$ cat src/rtl/pulse_cfg_pkg.sv
// Shared types and constants for the pulse parameter loader.
// Command IDs, response bytes, reset defaults and the parameter-set struct.
package pulse_cfg_pkg;

  localparam logic [7:0] CMD_PERIOD = 8'h01;
  localparam logic [7:0] CMD_P1W    = 8'h02;
  localparam logic [7:0] CMD_P2W    = 8'h03;
  localparam logic [7:0] CMD_PBW    = 8'h04;
  localparam logic [7:0] CMD_DELAY  = 8'h05;
  localparam logic [7:0] CMD_OFFRES = 8'h06;
  localparam logic [7:0] CMD_ATTDLY = 8'h07;
  localparam logic [7:0] CMD_FLAGS  = 8'h08;
  localparam logic [7:0] CMD_ATTN   = 8'h09;
  localparam logic [7:0] CMD_COMMIT = 8'h0A;

  localparam logic [7:0] ACK_DEF = 8'h06;
  localparam logic [7:0] NAK_DEF = 8'h15;

  localparam logic [31:0] RST_PERIOD  = 32'd20000;
  localparam logic [31:0] RST_P1W     = 32'd30;
  localparam logic [31:0] RST_P2W     = 32'd60;
  localparam logic [31:0] RST_PBW     = 32'd30;
  localparam logic [31:0] RST_DELAY   = 32'd200;
  localparam logic [31:0] RST_OFFRES  = 32'd19470;
  localparam logic [31:0] RST_ATTDLY  = 32'd2000;
  localparam logic [31:0] RST_P2START = 32'd230;
  localparam logic [31:0] RST_SYNC    = 32'd290;
  localparam logic [31:0] RST_ATTDOWN = 32'd2290;
  localparam logic [7:0]  RST_PBLOCK  = 8'd50;
  localparam logic [6:0]  RST_PPPUMP  = 7'h00;
  localparam logic [6:0]  RST_PPPROBE = 7'h7F;
  localparam logic [6:0]  RST_POSTATT = 7'h7F;

  typedef struct packed {
    logic [31:0] period;
    logic [31:0] p1width;
    logic [31:0] p2width;
    logic [31:0] pbwidth;
    logic [31:0] delay;
    logic [31:0] offres_delay;
    logic [31:0] att_delay;
    logic [31:0] p2start;
    logic [31:0] sync_up;
    logic [31:0] att_down;
    logic        pump;
    logic        double;
    logic        block;
    logic [7:0]  pulse_block;
    logic [6:0]  pp_pump;
    logic [6:0]  pp_probe;
    logic [6:0]  post_att;
  } pulse_cfg_t;

  localparam pulse_cfg_t CFG_RESET = '{
    period:       RST_PERIOD,
    p1width:      RST_P1W,
    p2width:      RST_P2W,
    pbwidth:      RST_PBW,
    delay:        RST_DELAY,
    offres_delay: RST_OFFRES,
    att_delay:    RST_ATTDLY,
    p2start:      RST_P2START,
    sync_up:      RST_SYNC,
    att_down:     RST_ATTDOWN,
    pump:         1'b1,
    double:       1'b1,
    block:        1'b1,
    pulse_block:  RST_PBLOCK,
    pp_pump:      RST_PPPUMP,
    pp_probe:     RST_PPPROBE,
    post_att:     RST_POSTATT
  };

  typedef enum logic [1:0] {
    ST_IDLE,
    ST_PAYLOAD,
    ST_CHECK,
    ST_RESP
  } ld_state_e;

  function automatic logic is_write_cmd(
    input logic [7:0] cmd
  );
    return (cmd >= CMD_PERIOD) &&
           (cmd <= CMD_ATTN);
  endfunction

  // Apply one assembled payload word to
  // the field selected by the command.
  function automatic pulse_cfg_t cfg_write(
    input pulse_cfg_t  c,
    input logic [7:0]  cmd,
    input logic [31:0] w
  );
    pulse_cfg_t r;
    r = c;
    case (cmd)
      CMD_PERIOD: r.period       = w;
      CMD_P1W:    r.p1width      = w;
      CMD_P2W:    r.p2width      = w;
      CMD_PBW:    r.pbwidth      = w;
      CMD_DELAY:  r.delay        = w;
      CMD_OFFRES: r.offres_delay = w;
      CMD_ATTDLY: r.att_delay    = w;
      CMD_FLAGS: begin
        r.pump        = w[0];
        r.double      = w[1];
        r.block       = w[2];
        r.pulse_block = w[15:8];
      end
      CMD_ATTN: begin
        r.pp_pump  = w[6:0];
        r.pp_probe = w[14:8];
        r.post_att = w[22:16];
      end
      default: r = c;
    endcase
    return r;
  endfunction

endpackage

$ cat src/rtl/pulse_param_check.sv
// Derived timing and validity of a candidate parameter set.
// Inputs: the six timing words; outputs: p2start/sync_up/att_down, valid.
module pulse_param_check
  import pulse_cfg_pkg::*;
(
  input  logic [31:0] period_i,
  input  logic [31:0] p1width_i,
  input  logic [31:0] p2width_i,
  input  logic [31:0] delay_i,
  input  logic [31:0] offres_i,
  input  logic [31:0] att_delay_i,
  output logic [31:0] p2start_o,
  output logic [31:0] sync_up_o,
  output logic [31:0] att_down_o,
  output logic        valid_o
);

  logic [32:0] s_p2;
  logic [32:0] s_sync;
  logic [32:0] s_att;
  logic [32:0] s_off;
  logic        carry;

  // 33-bit sums so that any wrap of the
  // 32-bit results shows up in bit 32.
  always_comb begin
    s_p2   = {1'b0, p1width_i}
           + {1'b0, delay_i};
    s_sync = {1'b0, s_p2[31:0]}
           + {1'b0, p2width_i};
    s_att  = {1'b0, s_sync[31:0]}
           + {1'b0, att_delay_i};
    s_off  = {1'b0, offres_i}
           + {1'b0, p1width_i};
    carry  = s_p2[32] | s_sync[32]
           | s_att[32] | s_off[32];
  end

  assign p2start_o  = s_p2[31:0];
  assign sync_up_o  = s_sync[31:0];
  assign att_down_o = s_att[31:0];

  assign valid_o = (p1width_i != '0)
                && (period_i > s_att[31:0])
                && (s_off[31:0] < period_i)
                && !carry;

endmodule

$ cat src/rtl/pulse_param_loader.sv
// Host command parser that stages pulse parameters and applies them
// only at a pulse-period boundary, answering each frame ACK/NAK.
// Ports: clk_pll/resetn; rx_data/rx_valid in; tx_data/tx_valid/tx_ready;
// cycle_start in; active timing, derived, flag and attenuator outputs;
// pending = validated set waiting for the next cycle_start.
module pulse_param_loader
  import pulse_cfg_pkg::*;
#(
  parameter int unsigned TIMEOUT_CYCLES = 32'd1200000,
  parameter logic [7:0]  ACK_BYTE       = ACK_DEF,
  parameter logic [7:0]  NAK_BYTE       = NAK_DEF
) (
  input  logic        clk_pll,
  input  logic        resetn,
  input  logic [7:0]  rx_data,
  input  logic        rx_valid,
  output logic [7:0]  tx_data,
  output logic        tx_valid,
  input  logic        tx_ready,
  input  logic        cycle_start,
  output logic [31:0] period,
  output logic [31:0] p1width,
  output logic [31:0] p2width,
  output logic [31:0] pbwidth,
  output logic [31:0] delay,
  output logic [31:0] offres_delay,
  output logic [31:0] p2start,
  output logic [31:0] sync_up,
  output logic [31:0] att_down,
  output logic        pump,
  output logic        double,
  output logic        block,
  output logic [7:0]  pulse_block,
  output logic [6:0]  pp_pump,
  output logic [6:0]  pp_probe,
  output logic [6:0]  post_att,
  output logic        pending
);

  localparam logic [31:0] TO_LAST =
    32'(TIMEOUT_CYCLES - 1);

  ld_state_e   state_q, state_d;
  logic [7:0]  cmd_q, cmd_d;
  logic [1:0]  cnt_q, cnt_d;
  logic [31:0] word_q, word_d;
  logic [31:0] idle_q, idle_d;
  pulse_cfg_t  shadow_q, shadow_d;
  pulse_cfg_t  staged_q, staged_d;
  pulse_cfg_t  active_q, active_d;
  logic        pending_q, pending_d;
  logic        txv_q, txv_d;
  logic [7:0]  txd_q, txd_d;

  logic [31:0] chk_p2start;
  logic [31:0] chk_sync;
  logic [31:0] chk_att;
  logic        chk_valid;

  pulse_param_check u_check (
    .period_i    (shadow_q.period),
    .p1width_i   (shadow_q.p1width),
    .p2width_i   (shadow_q.p2width),
    .delay_i     (shadow_q.delay),
    .offres_i    (shadow_q.offres_delay),
    .att_delay_i (shadow_q.att_delay),
    .p2start_o   (chk_p2start),
    .sync_up_o   (chk_sync),
    .att_down_o  (chk_att),
    .valid_o     (chk_valid)
  );

  always_ff @(posedge clk_pll or negedge resetn) begin
    if (!resetn) begin
      state_q   <= ST_IDLE;
      cmd_q     <= '0;
      cnt_q     <= '0;
      word_q    <= '0;
      idle_q    <= '0;
      shadow_q  <= CFG_RESET;
      staged_q  <= CFG_RESET;
      active_q  <= CFG_RESET;
      pending_q <= 1'b0;
      txv_q     <= 1'b0;
      txd_q     <= '0;
    end else begin
      state_q   <= state_d;
      cmd_q     <= cmd_d;
      cnt_q     <= cnt_d;
      word_q    <= word_d;
      idle_q    <= idle_d;
      shadow_q  <= shadow_d;
      staged_q  <= staged_d;
      active_q  <= active_d;
      pending_q <= pending_d;
      txv_q     <= txv_d;
      txd_q     <= txd_d;
    end
  end

  always_comb begin
    state_d   = state_q;
    cmd_d     = cmd_q;
    cnt_d     = cnt_q;
    word_d    = word_q;
    idle_d    = idle_q;
    shadow_d  = shadow_q;
    staged_d  = staged_q;
    active_d  = active_q;
    pending_d = pending_q;
    txv_d     = txv_q;
    txd_d     = txd_q;

    // Apply reads staged_q, so a commit in
    // the same cycle lands as the next set.
    if (cycle_start && pending_q) begin
      active_d  = staged_q;
      pending_d = 1'b0;
    end

    unique case (state_q)
      ST_IDLE: begin
        if (rx_valid) begin
          if (is_write_cmd(rx_data)) begin
            cmd_d   = rx_data;
            cnt_d   = '0;
            word_d  = '0;
            idle_d  = '0;
            state_d = ST_PAYLOAD;
          end else if (rx_data == CMD_COMMIT) begin
            state_d = ST_CHECK;
          end else begin
            txd_d   = NAK_BYTE;
            txv_d   = 1'b1;
            state_d = ST_RESP;
          end
        end
      end

      ST_PAYLOAD: begin
        if (rx_valid) begin
          word_d[{cnt_q, 3'b000} +: 8] = rx_data;
          cnt_d  = cnt_q + 2'd1;
          idle_d = '0;
          if (cnt_q == 2'd3) begin
            shadow_d = cfg_write(
              shadow_q, cmd_q,
              {rx_data, word_q[23:0]});
            txd_d   = ACK_BYTE;
            txv_d   = 1'b1;
            state_d = ST_RESP;
          end
        end else if (idle_q >= TO_LAST) begin
          txd_d   = NAK_BYTE;
          txv_d   = 1'b1;
          state_d = ST_RESP;
        end else begin
          idle_d = idle_q + 32'd1;
        end
      end

      ST_CHECK: begin
        if (chk_valid) begin
          staged_d          = shadow_q;
          staged_d.p2start  = chk_p2start;
          staged_d.sync_up  = chk_sync;
          staged_d.att_down = chk_att;
          pending_d         = 1'b1;
          txd_d             = ACK_BYTE;
        end else begin
          txd_d = NAK_BYTE;
        end
        txv_d   = 1'b1;
        state_d = ST_RESP;
      end

      ST_RESP: begin
        if (tx_ready) begin
          txv_d   = 1'b0;
          state_d = ST_IDLE;
        end
      end

      default: begin
        state_d = ST_IDLE;
      end
    endcase
  end

  // att_delay only feeds the derived values.
  logic unused_att;
  assign unused_att = ^active_q.att_delay;

  assign tx_data      = txd_q;
  assign tx_valid     = txv_q;
  assign pending      = pending_q;
  assign period       = active_q.period;
  assign p1width      = active_q.p1width;
  assign p2width      = active_q.p2width;
  assign pbwidth      = active_q.pbwidth;
  assign delay        = active_q.delay;
  assign offres_delay = active_q.offres_delay;
  assign p2start      = active_q.p2start;
  assign sync_up      = active_q.sync_up;
  assign att_down     = active_q.att_down;
  assign pump         = active_q.pump;
  assign double       = active_q.double;
  assign block        = active_q.block;
  assign pulse_block  = active_q.pulse_block;
  assign pp_pump      = active_q.pp_pump;
  assign pp_probe     = active_q.pp_probe;
  assign post_att     = active_q.post_att;

endmodule

$ cat config.mk
export PLATFORM = sky130hd
export DESIGN_NAME = pulse_param_loader
export DESIGN_NICKNAME = d
export VERILOG_FILES = /design/src/rtl/pulse_cfg_pkg.sv /design/src/rtl/pulse_param_check.sv /design/src/rtl/pulse_param_loader.sv
export SDC_FILE = /design/constraint.sdc
export NUM_CORES = 1
export LEC_CHECK = 0
export CAP_MARGIN = 15
export CORE_ASPECT_RATIO = 0.6
export CORE_MARGIN = 2
export CORE_UTILIZATION = 50
export CTS_BUF_LIST = sky130_fd_sc_hd__clkbuf_8
export DETAILED_ROUTE_END_ITERATION = 8
export PLACE_DENSITY = 0.7
export SYNTH_ARGS = -nofsm -noshare
export SYNTH_HDL_FRONTEND = slang
export SYNTH_SLANG_ARGS = --single-unit
$ cat constraint.sdc
create_clock -name clk_pll -period 21.7 [get_ports clk_pll]
set_clock_uncertainty 0.05 [all_clocks]
set_input_delay 5.425 -clock clk_pll [delete_from_list [all_inputs] [get_ports clk_pll]]
set_output_delay 5.425 -clock clk_pll [all_outputs]
set_load 0.1 [all_outputs]
==> flow_summary.yaml <==
status:
  status: "completed"
die:
  die_area_um2: 91450
  start_util: 0.5063
  num_rows: 84
  ios: 343
  coreArea_um2: 87860
  die_h_um: 235.0
  die_w_um: 389.1
worst_hold_path:
  min_to: "staged_q[248]"
  min_path_type: "flip-flop to flip-flop"
  min_from: "shadow_q[248]"
  whs_path_depth: 1
placement:
  dp.cells: 4786
  placed_area_um2: 48990
  dp_slack_ns: 9.527
  dpl.hpwl_um: 86340
  portBuffers: 338
  globalplace.congestion: 0.9313
global_route:
  overflow: 0
  grt_antenna_before_repair: 6
  grt_max_degree: 160
  grt_pass1_wl_um: 181000
  grt_usage: 0.2629
  grt_pass1_vias: 27950
worst_setup_path:
  r2r_end: "staged_q[295]"
  critPathMaxFanout: 74
  path_class: "flip-flop to flip-flop"
  cp_slowest_cell: "o311ai_0"
  rr_worst_depth: 37
  arrival_ns: 12.95
  reg2reg_slack_ns: 9.41
  rr_startpoint: "shadow_q[288]"
  cp-end-kind: "flip-flop"
  worst_ep_required_time_ns: 22.35
  critPathMaxStageDelay_ns: 0.78
  critPathLaunchType: "flip-flop"
synth:
  synthMuxAreaShare: 0.2197
  synth-compound-area-share: 0.07147
  ys_types: 72
  synth_area_leaders: "dfrtp_1 45%, mux2_2 14%, dfstp_2 10%, mux2_1 7.3%, ha_1 5.7%"
  synth-seq-area-share: 0.5500
  synth_top_family_by_area: "multiplexers"
  synth_xor_area_frac: 0.02461
  synthesis.instances: 3397
  synth-simple-area-share: 0.05240
  post-synth-top-area-cell: "dfrtp_1"
  synthAdderAreaFrac: 0.05862
  async_flop_share: 1.000
  yosysWarnings: 0
  synth-seq-cells: 969
  synth_edf_count: 0
  synth_top_area_frac: 0.4484
  synth_ff_type: "dfrtp_1"
  avgSynthCellArea_um2: 13.09
  synth_area_um2: 44480
routing:
  vias_per_cell: 5.740
  drt_wl_total_um: 120000
  drt_first_pass_iters: 5
  route.vias.total: 29020
  ant_nets: 0
  wl_per_cell_um: 23.73
  drt_iter0_markers: 2435
  drc: 0
clock_network:
  cts_root_buffer: "clkbuf_8"
  numCtsBuffers: 143
  cts_resized: 0
  h-tree-depth: 4
  cts_tree: "done"
  cts.sink_count: 969
  worstSkewPairLatency_ns: 0.85
  cts_buffer_depth: 3
  cts_setup_buffers: 0
  ctsHoldBuffers: 0
  clkTransAtPathRegs_ns: 0.07
layout:
  top_regs: "staged_q x320, shadow_q x256"
  area_delta_synth_final_pct: 16.99
  fill_cells: 7178
  regMostFlops: "staged_q"
  drive_gt1_frac: 0.2550
  stdcell_count: 5055
  largest_reg_flops: 320
  nNetsFinal: 3990
  ff_latch_area_um2: 24460
  final_cell_area_um2: 52040
  multi_input_area_um2: 19020
  fin_util: 0.5923
power:
  design_power_total_mw: 3.993
  ir_worst_vdd_mv: 0.04319
  p_per_area_nw_per_um2: 76.73
  leakagePower_nw: 26.27
sta:
  max_freq_mhz: 81.35
  fin_crit_sh: 0.5665
  hold_viol: 0
  worst_slack_ns: 9.407
  tightest_slew_ns: 1.164
  tns_ns: 0
  whs_ns: 0.4269
  period_needed_ns: 12.29
  slew_viol_final: 0
  finalSetupViolations: 0
  rsz0062_at_grt: "no"
  relSlewSlack: 0.2215
run:
  cap_violations: 0
-- kinds of logic after synthesis --
kind of cell	after synthesis
adders and majority gates	206
AOI/OAI and AO/OA	496
buffers and inverters	254
and+or+nand+nor	475
muxes	871
xor gates and xnor gates	125
other	1
DFF	969
-- where the power goes --
part	internal, mW	switching, mW
combinational	0.173	0.340
sequential	1.84	0.0887
clock	0.808	0.738
total	2.83	1.17
-- cells in the final DEF, fill, tap and decap left out, types with 9 or more instances in the layout --
cell,instances
a2111oi_0,9
a211oi_1,19
a21o_1,56
a21oi_1,128
a22o_1,16
a31oi_1,18
and2_1,25
and3_1,16
buf_4,24
clkbuf_8,181
clkdlybuf4s50_1,337
clkinv_2,15
dfrtp_1,797
dfstp_2,172
ha_1,202
inv_1,163
mux2_1,289
mux2_2,553
mux2i_1,29
nand2_1,146
nand2b_1,11
nand3_1,41
nand4_1,31
nor2_1,91
nor2b_1,18
nor3_1,35
nor4_1,23
o211ai_1,9
o21a_1,27
o21ai_0,116
o21bai_1,13
o31ai_1,12
xnor2_1,73
xor2_1,52
-- layer usage --
metal	vias to the layer above	GRT usage	wire, um
li1	13040	-	-
met1	14840	0.4363	60720
met2	1012	0.3392	47030
met3	130	0.05939	10240
met4	0	0.06354	1989
met5	-	0	0
-- worst max path at each step --
stage,end,cells after the start,from,slack [ns]
final,staged_q[295],37,shadow_q[288],9.41
after global routing,staged_q[214],37,shadow_q[288],8.61
after CTS,staged_q[215],37,shadow_q[288],9.46
after detailed placement,staged_q[211],37,shadow_q[288],9.53
after global placement,staged_q[263],37,shadow_q[288],9.81
after floorplan,staged_q[100],39,shadow_q[289],13.40
-- layout make-up --
type                       count  area share
antenna                        4   0.0001923
inverter                     114    0.008222
multi-input combinational   2177      0.3655
tap                         1161     0.02791
sequential                   969      0.4701
clock inverter                83     0.01046
clock buffer                 181     0.04787
timing repair buffer         366     0.06982
-- cell usage after synthesis (12+ instances only) --
cell and n:
dfstp_2 172, nor2_1 91, xnor2_1 73, a21oi_1 128, a211oi_1 19, a21o_1 56
nand4_1 31, mux2_2 553, xor2_1 52, o21ai_0 116, buf_1 31, mux2i_1 29
inv_1 114, ha_1 202, o21a_1 27, dfrtp_1 797, nor4_1 23, buf_2 32
and3_1 16, mux2_1 289, a31oi_1 18, nand3_1 41, o21bai_1 13, o31ai_1 12
nor3_1 35, and2_1 25, clkbuf_1 68, nand2_1 150, nor2b_1 18, a22o_1 16
-- critical path, delay by kind of cell (launching register included) --
kind                       cells  cell delay [ns]
muxes                          1             0.45
buffers and inverters          3             1.29
adders and majority gates      5             1.49
xor gates and xnor gates       2             0.49
and+or+nand+nor               12             3.54
DFF                            1             0.43
AOI/OAI and AO/OA             14             4.24
(Power assumes the default switching activity.)
